## src/rtl/csr_pkg.sv

```systemverilog
// Shared definitions for the CSR access unit.
//   - csr_op_e    : funct3[1:0] operation encodings (00 is illegal)
//   - CSR_IMM_BIT : funct3 bit selecting the zero-extended uimm source
//   - csr_state_e : access FSM states
//   - csr_is_ro() : true for read-only CSR addresses (addr[11:10] == 2'b11)
package csr_pkg;

   typedef enum logic [1:0] {
      CSR_ILL = 2'b00,
      CSR_RW  = 2'b01,
      CSR_RS  = 2'b10,
      CSR_RC  = 2'b11
   } csr_op_e;

   localparam int unsigned CSR_IMM_BIT = 2;

   typedef enum logic [2:0] {
      IDLE,
      READ,
      CAPTURE,
      WRITE,
      DONE,
      TRAP
   } csr_state_e;

   function automatic logic csr_is_ro(input logic [11:0] addr);
      return addr[11:10] == 2'b11;
   endfunction

endpackage

```

## src/rtl/csr_access_unit_alu.sv

```systemverilog
// Combinational read-modify-write datapath for Zicsr operations.
//   op     : operation (RW / RS / RC)
//   old    : current CSR value
//   src    : rs1 value or zero-extended uimm
//   result : value to be stored back
module csr_alu
   import csr_pkg::*;
#(
   parameter int unsigned XLEN = 64
) (
   input  csr_op_e          op,
   input  logic [XLEN-1:0]  old,
   input  logic [XLEN-1:0]  src,
   output logic [XLEN-1:0]  result
);

   always_comb begin
      result = '0;
      unique case (op)
         CSR_RW:  result = src;
         CSR_RS:  result = old | src;
         CSR_RC:  result = old & ~src;
         default: result = '0;
      endcase
   end

endmodule

```

## src/rtl/csr_access_unit.sv

```systemverilog
// Initiator side of the CSR load/store interface. Executes Zicsr
// instructions from the execute stage: reads the CSR, performs the
// read-modify-write, issues the store and returns the old value for rd
// (or flags an illegal instruction).
//   i_clk, i_reset          : clock, synchronous active-high reset
//   i_valid / o_ready       : execute-stage handshake
//   i_funct3, i_csr, i_rs1_idx, i_rs1_val, i_rd : instruction fields
//   o_ld_csr, o_ld, i_rdata, i_trap             : CSR file load side
//   o_st_csr, o_st, o_wdata                     : CSR file store side
//   o_done, o_illegal, o_rd_we, o_rd, o_rd_data : completion report
module csr_access_unit
   import csr_pkg::*;
#(
   parameter int unsigned XLEN = 64
) (
   input  logic             i_clk,
   input  logic             i_reset,
   input  logic             i_valid,
   output logic             o_ready,
   input  logic [2:0]       i_funct3,
   input  logic [11:0]      i_csr,
   input  logic [4:0]       i_rs1_idx,
   input  logic [XLEN-1:0]  i_rs1_val,
   input  logic [4:0]       i_rd,
   output logic [11:0]      o_ld_csr,
   output logic [11:0]      o_st_csr,
   output logic             o_ld,
   output logic             o_st,
   output logic [XLEN-1:0]  o_wdata,
   input  logic [XLEN-1:0]  i_rdata,
   input  logic             i_trap,
   output logic             o_done,
   output logic             o_illegal,
   output logic             o_rd_we,
   output logic [4:0]       o_rd,
   output logic [XLEN-1:0]  o_rd_data
);

   csr_state_e       state_q, state_d;
   logic [2:0]       funct3_q;
   logic [11:0]      csr_q;
   logic [4:0]       rs1_idx_q;
   logic [XLEN-1:0]  rs1_val_q;
   logic [4:0]       rd_q;
   logic [XLEN-1:0]  old_q;
   logic [XLEN-1:0]  wdata_q;
   logic [11:0]      st_csr_q;

   csr_op_e          op;
   logic             ill_f3;
   logic [XLEN-1:0]  src;
   logic             rd_en;
   logic             wr_en;
   logic             ro_fault;
   logic [XLEN-1:0]  cap_old;
   logic [XLEN-1:0]  new_val;

   // Decode from the latched instruction fields.
   assign op       = csr_op_e'(funct3_q[1:0]);
   assign ill_f3   = (op == CSR_ILL);
   assign src      = funct3_q[CSR_IMM_BIT] ? {{(XLEN-5){1'b0}}, rs1_idx_q} : rs1_val_q;
   assign rd_en    = (op != CSR_RW) || (rd_q != 5'd0);
   assign wr_en    = (op == CSR_RW) || (rs1_idx_q != 5'd0);
   assign ro_fault = wr_en && csr_is_ro(csr_q);
   // A write-only CSRRW never reads, so the old value is taken as zero.
   assign cap_old  = rd_en ? i_rdata : '0;

   csr_alu #(.XLEN(XLEN)) u_alu (
      .op     (op),
      .old    (cap_old),
      .src    (src),
      .result (new_val)
   );

   always_ff @(posedge i_clk) begin
      if (i_reset) begin
         state_q   <= IDLE;
         funct3_q  <= '0;
         csr_q     <= '0;
         rs1_idx_q <= '0;
         rs1_val_q <= '0;
         rd_q      <= '0;
         old_q     <= '0;
         wdata_q   <= '0;
         st_csr_q  <= '0;
      end else begin
         state_q <= state_d;
         if (state_q == IDLE && i_valid) begin
            funct3_q  <= i_funct3;
            csr_q     <= i_csr;
            rs1_idx_q <= i_rs1_idx;
            rs1_val_q <= i_rs1_val;
            rd_q      <= i_rd;
         end
         if (state_q == CAPTURE) begin
            old_q   <= cap_old;
            wdata_q <= new_val;
            // Store address only moves when a store will follow, so it
            // keeps showing the last stored CSR while idle.
            if (wr_en) begin
               st_csr_q <= csr_q;
            end
         end
      end
   end

   always_comb begin
      state_d   = state_q;
      o_ready   = 1'b0;
      o_ld      = 1'b0;
      o_st      = 1'b0;
      o_done    = 1'b0;
      o_illegal = 1'b0;
      o_rd_we   = 1'b0;
      unique case (state_q)
         IDLE: begin
            o_ready = 1'b1;
            if (i_valid) begin
               state_d = READ;
            end
         end
         READ: begin
            o_ld = rd_en && !ill_f3;
            if (i_trap || ro_fault || ill_f3) begin
               state_d = TRAP;
            end else begin
               state_d = CAPTURE;
            end
         end
         CAPTURE: state_d = wr_en ? WRITE : DONE;
         WRITE: begin
            o_st    = 1'b1;
            state_d = DONE;
         end
         DONE: begin
            o_done  = 1'b1;
            o_rd_we = (rd_q != 5'd0) && rd_en;
            state_d = IDLE;
         end
         TRAP: begin
            o_done    = 1'b1;
            o_illegal = 1'b1;
            state_d   = IDLE;
         end
         default: state_d = IDLE;
      endcase
   end

   assign o_ld_csr  = csr_q;
   assign o_st_csr  = st_csr_q;
   assign o_wdata   = wdata_q;
   assign o_rd      = rd_q;
   assign o_rd_data = old_q;

endmodule

```

## config.mk

```make
export PLATFORM = sky130hd
export DESIGN_NAME = csr_access_unit
export DESIGN_NICKNAME = d
export VERILOG_FILES = /design/src/rtl/csr_pkg.sv /design/src/rtl/csr_access_unit_alu.sv /design/src/rtl/csr_access_unit.sv
export SDC_FILE = /design/constraint.sdc
export NUM_CORES = 1
export LEC_CHECK = 0
export ABC_AREA = 1
export CELL_PAD_IN_SITES_DETAIL_PLACEMENT = 0
export CELL_PAD_IN_SITES_GLOBAL_PLACEMENT = 1
export CORE_ASPECT_RATIO = 1.4
export CORE_MARGIN = 2
export CORE_UTILIZATION = 34
export DETAILED_ROUTE_END_ITERATION = 8
export PLACE_DENSITY = 0.94
export SYNTH_ARGS = -nofsm -noshare
export SYNTH_HDL_FRONTEND = slang
export SYNTH_SLANG_ARGS = --single-unit
```

## constraint.sdc

```tcl
create_clock -name i_clk -period 2.3 [get_ports i_clk]
set_clock_uncertainty 0.1 [all_clocks]
set_input_delay 0.575 -clock i_clk [delete_from_list [all_inputs] [get_ports i_clk]]
set_output_delay 0.575 -clock i_clk [all_outputs]
set_load 0.03 [all_outputs]
```

==> reports/qor.txt <==
DRT Wirelength: 32200 µm
gpl congestion: 0.829
fin crit period: 2.27 ns
Die H: 204 µm
largest net degree at the start of global routing: 97
IO buf count: 319
final hold violation count: 0
CTS Sinks: 232
crit start category: register
cell with the most instances after synthesis: nand2_1
gr ovfl total: 0
core area: 28300 µm²
Hold Crit Depth: 2
Area Growth Syn to Fin: 44.4%
Power Dens Cells: 754 nW/µm²
RSZ-0062 raised after global routing: yes
synthesized flop and latch total: 232
Die Width: 147 µm
share of synthesized registers carrying an async set or reset: 0
global-route wire length before repair: 51000 µm
fmax: 440 MHz
io pins: 320
max_slew headroom: 0.659
crit path DAT: 1.60 ns
crit path cell chain: clkdlybuf4s50_1
max incr delay on CP: 0.73 ns
GRT Total Usage: 0.208
crit end category: primary output
Die Area: 30000 µm²
vias in the first global route: 9494
delay-heaviest family, CP: buffers and inverters
Root Driver: clkbuf_16
# setup viols final: 0
crit path max fanout: 2
H-tree Lvls: 1
cell accounting for the most synthesized area: dfxtp_1
Hold EP: rs1_val_q[19]
post-synthesis cell type count: 19
P_leak: 5.76 nW
cells on worst reg2reg path: 7
Antenna Nets Post-Route: 0
number of CTS-inserted buffers: 25
Longest Clk Path Bufs: 3
CP max stage cell: clkdlybuf4s50_1
Fin Setup TNS: 0 ns
register area share after synthesis: 0.477
total power: 10.6 mW
VDD IR-drop max: 547 µV
Post-synth EDFFs: 0
CTS clk-pin slew, worst paths: 0.06 ns
DR iter-0 viols: 464
detailed placement HPWL: 21800 µm
hold_buf cts: 0
min-delay worst type: reg -> reg
critical setup path kind: reg -> out
top cell type's share of synthesized area: 0.477
number of max-cap violations: 0
syn avg cell area: 6.97 µm²
Post-Syn Nets: 1553
Post-Syn Instances: 1396
R2R setup slack: 0.60 ns
hold path start: rs1_val_q[19]
critical path buffer and inverter count: 1
TritonCTS clock tree: done
FF-to-FF Start: state_q[2]
DRC: 0
Crit path depth: 1
Pins Over Slew Limit: 0
Nets: 1816
via density per instance: 4.88
first-pass detailed-route iteration total: 5
Synth top cells by count: 362 x nand2_1, 232 x dfxtp_1, 220 x a21oi_1
synth top area cells: dfxtp_1 48%, nand2_1 14%, a21oi_1 11%, nor2_1 6.0%, o21ai_0 6.0%
Crit path required time: 1.62 ns
initial core utilization: 0.344
routed len/inst: 15.7 µm
Worst-Margin Slew: 0.512 ns
Vias: 10000
synth warn: 0
synthesized area: 9730 µm²
final core occ: 0.496
Most used DFF post-synth: dfxtp_1
final-layout fill cell count: 2789
Cell Rows: 73
Clk Latency, worst-skew pair: 0.51 ns
Hold WS: 0.350 ns
layout cells sized above 1: 0.0515
antenna violations before repair: 3
reg2reg end: rs1_val_q[22]
status: complete, no violations
crit share post-route: 0.988
layout make-up:
class,count,area (µm²),share of cell area
antenna,3,7.51,0.000534
clock buffer,33,706,0.0502
clock inverter,6,90.1,0.00641
inverter,70,270,0.0192
multi-input combinational,984,4330,0.308
sequential,232,4650,0.331
tap,375,469,0.0334
timing repair buffer,346,3530,0.251
kinds of logic after synthesis:
family / count (synthesis) / share of synthesized area
simple gates: 618 / 0.252
compound gates: 366 / 0.189
flops: 232 / 0.477
buf+inv: 180 / 0.0812
power by group:
part	leakage (nW)	total, mW	switching (mW)	internal [mW]
Clock	0.394	3.97	1.61	2.36
Combinational	3.47	2.24	1.37	0.871
Sequential	1.89	4.40	0.110	4.28
Total	5.76	10.6	3.09	7.52
sequential cells by signal, indices dropped and copies added, names as in the netlist:
name / cells
o_rd_data: 64
rs1_val_q: 64
rs1_idx_q: 5
o_ld_csr: 12
o_rd: 5
o_st_csr: 12
state_q: 3
funct3_q: 3
o_wdata: 64
stage by stage:
stage          worst slack [ns]  std cells  cell area, µm²
4_1_cts                 0.00612       2046           14000
6_report                 0.0270       2049           14100
3_5_place_dp              0.235       2005           13200
5_1_grt                 -0.0289       2049           14100
2_1_floorplan            0.0369       1396            9730
3_3_place_gp              0.260       2005           13200
routing by layer:
layer  global-route usage  vias up  wire (µm)
met2                0.370      306      16000
met5                    0        -          0
li1                     -     5051          -
met3               0.0313       78       1670
met4                0.105        0       1570
met1                0.244     4566      13000
worst max-delay path by stage:
stage | start | endpoint | slack, ns
5_1_grt | o_rd[0] | o_rd_we | -0.03
2_1_floorplan | o_rd[1] | o_ld | 0.04
6_report | o_rd_data[56] | o_rd_data[56] | 0.03
3_3_place_gp | state_q[1] | o_st | 0.26
4_1_cts | o_wdata[0] | o_wdata[0] | 0.006
3_5_place_dp | state_q[1] | o_st | 0.23
layout by cell type (no fill, tap or decap), types with 3 or more instances in the layout:
master	Yosys	final
buf_4	11	20
clkdlybuf4s15_2	0	3
buf_12	0	10
diode_2	0	3
nor2_1	156	154
clkdlybuf4s50_1	0	303
a21oi_1	220	220
o21ai_0	116	116
nand2_1	362	361
clkbuf_1	40	3
o21ai_1	25	25
clkbuf_16	0	25
dfxtp_2	0	3
nand2_2	3	3
dfxtp_1	232	228
inv_1	65	65
clkbuf_8	0	5
nand3_1	92	92
dlymetal6s2s_1	0	8
inv_2	5	3
tightest hold or removal path, cell delays in order, from the launching register on:
cell and delay, ns:
dfxtp_1 0.29, inv_1 0.06, a21oi_1 0.05
what timing repair did:
action | in CTS | in global routing
cloned | 0 | 0
setup endpoints to repair | 7 | 11
pin swaps | 2 | 1
resized for setup | 14 | 14
buffers inserted | 2 | 0
Power figures use the tool's default switching activity.
==> edit 1: new RTL, same flow settings <==
`XLEN` is set to 64 in 2 places; all go to 68.
--- a/src/rtl/csr_access_unit_alu.sv
+++ b/src/rtl/csr_access_unit_alu.sv
@@ -8,3 +8,3 @@
 #(
-   parameter int unsigned XLEN = 64
+   parameter int unsigned XLEN = 68
 ) (
--- a/src/rtl/csr_access_unit.sv
+++ b/src/rtl/csr_access_unit.sv
@@ -13,3 +13,3 @@
 #(
-   parameter int unsigned XLEN = 64
+   parameter int unsigned XLEN = 68
 ) (
Ports: changed (resized i_rdata, i_rs1_val, o_rd_data and o_wdata); port bits go from 320 to 336. No check against the original RTL was run, so the function may have changed too.
==> edit 1 against the unedited design <==
  * First-iteration DRC count rose by 16%
  * Synthesized area rose by 5.6%
  * Largest power group unchanged
  * Power rose by 7.8%
  * Non-clock buffer count rose by 17
  * Critical endpoint is now o_rd_data[65]
  * Worst setup slack improved by 0.64 ps
  * Cell area rose by 5.5%
  * Sequential cell count rose by 12
  * Synthesized cell count rose by 5.4%
  * Routed wire length rose by 6.3%
  * Count of clock-buffer cells in the layout rose by 4
==> edit 1: results (changes against the unedited design) <==
[status]
status = completed

[yosys]
synth-xor-area-share_pct = 0  ; unchanged
synth_common_cells = 384 x nand2_1, 244 x dfxtp_1, 232 x a21oi_1
synth_top_flop_cell = dfxtp_1
synth_cell_types = 20  ; +1
synth_compound_area_share_pct = 18.9  ; -0.031 points
syn_nets = 1637  ; +5.4%
ys_seq_area_share_pct = 47.5  ; -0.20 points
synth_area_leaders = dfxtp_1 48%, nand2_1 14%, a21oi_1 11%

[critical_path]
slowest_delay_ps = 750  ; +20 ps

[global_routing]
grtUsageMet3_pct = 3.35  ; +0.22 points
grt_antenna_before_repair = 6  ; +3
met2_usage_pct = 35.9  ; -1.1 points
grt_util_met1_pct = 25.1  ; +0.64 points
grt_pass1_wl_mm = 52.7  ; +3.4%
grtUsageTotal_pct = 20.8  ; -0.055 points
grt_max_degree = 135  ; +39%
grt_pass1_vias = 9749  ; +2.7%

[cts]
clk_pin_slew_worst_paths_ps = 60  ; about the same
root_buffer = clkbuf_16
h-tree-depth = 1  ; unchanged
cts-buffers-inserted = 26  ; +4.0%
clkSinkCount = 244  ; +5.2%
cts_setup_buffers = 0  ; -2

[drt]
met2_length_mm = 17.0  ; +6.6%
wl_per_cell_um = 15.9  ; +1.1%
num_vias = 10500  ; +4.5%
wl_met3_mm = 2.01  ; +20%
drt_iter0_drc = 540  ; +16%
met1_length_mm = 13.8  ; +6.0%

[placed_design]
port_buffers = 335  ; +5.0%
place_hpwl_mm = 22.6  ; +3.6%
gp_congestion = 0.823  ; -0.70%
place_ws_ps = 55.4  ; -180 ps

[sta]
max_slew_margin_pct = 41.6  ; -24 points

[finish]
final-clk-cell-share_pct = 6.21  ; +0.55 points
multi_input_area_share_pct = 30.8  ; about the same
register_area_sq_um = 4890  ; +5.0%
nNetsFinal = 1910  ; +5.2%
non_clock_buffer_count = 363  ; +4.9%
clkbuf_count = 37  ; +12%
buffer_area_share_pct = 24.8  ; -0.35 points
nNonClkInverters = 74  ; +5.7%
fillers = 2910  ; +4.3%
drive_above_1_share_pct = 5.22  ; +0.069 points
multi_input_gates = 1036  ; +5.3%
num_antenna_cells = 6  ; +3

[power]
p_leak_uw = 0.00624  ; +8.4%
p_sw_uw = 3280  ; +6.3%
ir_drop_mv = 0.528  ; -3.4%

## edit 1: cell types whose count changed in the layout (fill, tap and decap cells not counted), sizes merged, moves of 3 or more
cell           delta
inv               +3
dlymetal6s2s      +8
dfxtp            +12
o21ai             +8
clkinvlp          +3
a21oi            +12
clkdlybuf4s50     +5
nor2              +8
buf               +3
diode             +3
clkbuf            +5
nand2            +20
nand3             +4
## edit 1: path summary, 6_finish.rpt
kind | startpoint | end | slack, ps | cells after the start
setup / recovery | o_rd_data[65] | o_rd_data[65] | 30 | 1
hold / removal | rs1_val_q[27] | rs1_val_q[27] | 350 | 2
setup reg to reg | funct3_q[1] | state_q[0] | 390 | 8
hold reg to reg | rs1_val_q[27] | rs1_val_q[27] | 350 | 2
## edit 1: logic make-up after synthesis
kind of cell | Yosys count
AOI/OAI and AO/OA | 386
buffers and inverters | 192
DFF | 244
and+or+nand+nor | 650
## edit 1: repair_timing
item | CTS | global route
endpoints found under the setup margin | 9 | 20
gates resized for setup | 27 | 22
cloned | 0 | 0
## edit 1: power by group through the flow
stage | clock (uW) | combinational [uW] | sequential (uW)
floorplan | 0 | 1290 | 4870
global placement | 0 | 2320 | 4700
detailed placement | 0 | 2350 | 4710
CTS | 4580 | 2350 | 4620
global route | 4760 | 2590 | 4640
finish | 4480 | 2340 | 4620
## edit 1: stage by stage
stage          instance area, sq um  cells  hold slack, ps  utilization (%)  total power [uW]
2_1_floorplan                 10300   1472             330                -              6150
5_1_grt                       14800   2155             363             49.7             12000
3_3_place_gp                  13900   2102             337             46.5              7010
6_report                      14800   2155             348             49.7             11400
4_1_cts                       14800   2149             351             49.5             11600
3_5_place_dp                  13900   2102             343             46.5              7050
==> edit 2: new RTL, config.mk and constraints unchanged <==
Made on the original files. The 6 states of `csr_state_e` get a Gray code encoding in 3 bits.
--- a/src/rtl/csr_pkg.sv
+++ b/src/rtl/csr_pkg.sv
@@ -17,8 +17,8 @@
    typedef enum logic [2:0] {
-      IDLE,
-      READ,
-      CAPTURE,
-      WRITE,
-      DONE,
-      TRAP
+      IDLE    = 3'b000,
+      READ    = 3'b001,
+      CAPTURE = 3'b011,
+      WRITE   = 3'b010,
+      DONE    = 3'b110,
+      TRAP    = 3'b111
    } csr_state_e;
Check against the original RTL: same outputs for any inputs over 4 cycles, from zero or initial values and one cycle with i_reset high; so few cycles prove little.
==> edit 2 against the unedited design <==
  * Sequential cell count did not move
  * Routed wire length rose by 0.27%
  * Fmax rose by 0.44%
  * Synthesized area rose by 3.5%
  * Cell area barely moved
  * Worst hold slack improved by 2.6 ps
  * Power rose by 1.9%
  * Worst setup slack improved by 9.9 ps
  * Critical endpoint is now o_ld_csr[5]
==> edit 2: results (changes against the unedited design) <==
[yosys]
synth_area_leaders = dfxtp_1 46%, nand2_1 13%, a21oi_1 10%
synth_cell_types = 25  ; +6
postSynthAreaPerCell_sq_um = 7.21  ; +3.4%
synth_common_cells = 361 x nand2_1, 232 x dfxtp_1, 202 x a21oi_1
syn_nets = 1554  ; +0.064%

[placed_design]
place_area_sq_um = 13300  ; +0.43%
place_hpwl_mm = 21.6  ; -1.0%
place_ws_ps = 135  ; -100 ps
gp_congestion = 0.845  ; +2.0%
dp.cells = 2010  ; +0.25%

[finish]
final-clk-cell-share_pct = 5.43  ; -0.23 points
clkbuf_count = 36  ; +9.1%
non_clock_buffer_count = 345  ; -0.29%
buffer_area_share_pct = 24.8  ; -0.39 points
post-route-util_pct = 48.2  ; -1.5 points
multi_input_area_share_pct = 31.2  ; +0.44 points
seq_cell_count = 232  ; unchanged
seq_share_pct = 33.1  ; +0.038 points
multi_input_gates = 980  ; -0.41%
nNonClkInverters = 74  ; +5.7%

[drt]
met2_length_mm = 16.0  ; +0.16%
drt_wl_total_mm = 32.3  ; +0.27%
met1_length_mm = 13.1  ; +0.71%
wl_met3_mm = 2.18  ; +31%
drt_iter0_drc = 496  ; +6.9%

[global_routing]
grt_util_met1_pct = 23.8  ; -0.61 points
grt_pass1_wl_mm = 50.6  ; -0.69%
grtUsageTotal_pct = 20.1  ; -0.72 points
grt_antenna_before_repair = 4  ; +1

[power]
ir_drop_mv = 0.648  ; +18%
clkPwrFrac_pct = 35.7  ; -1.7 points
comb-power_uw = 2470  ; +10%
p_sw_uw = 3280  ; +6.1%

[critical_path]
reg2reg_slack_ps = 410  ; -190 ps
slowest_delay_ps = 690  ; -40 ps
rr_endpoint = state_q[2]

[status]
status = completed

[sta]
fmax_mhz = 442  ; +0.44%

[edit 2: repair_timing]
action / in CTS / in global routing
buffers inserted: 1 / 0
setup endpoints to repair: 11 / 12
resized for setup: 20 / 15
pin swaps: 2 / 2
[edit 2: worst min-delay path by stage]
stage / start / endpoint / slack, ps / cells past startpoint
after floorplan: rs1_val_q[46] / rs1_val_q[46] / 330 / 2
after global placement: rs1_val_q[27] / rs1_val_q[27] / 340 / 2
after detailed placement: rs1_val_q[46] / rs1_val_q[46] / 340 / 2
after CTS: rs1_val_q[51] / rs1_val_q[51] / 350 / 2
after global routing: rs1_val_q[51] / rs1_val_q[51] / 380 / 2
final: rs1_val_q[25] / rs1_val_q[25] / 350 / 2
[edit 2: cells by family (layout without fill, tap and decap cells)]
kind of cell | Yosys count | after routing | synth area share, %
other cells | 0 | 4 | 0
simple gates | 611 | 611 | 24.1
compound gates | 368 | 368 | 19.0
flops | 232 | 232 | 46.1
xor+xnor | 1 | 1 | 0.273
buf+inv | 185 | 458 | 10.5
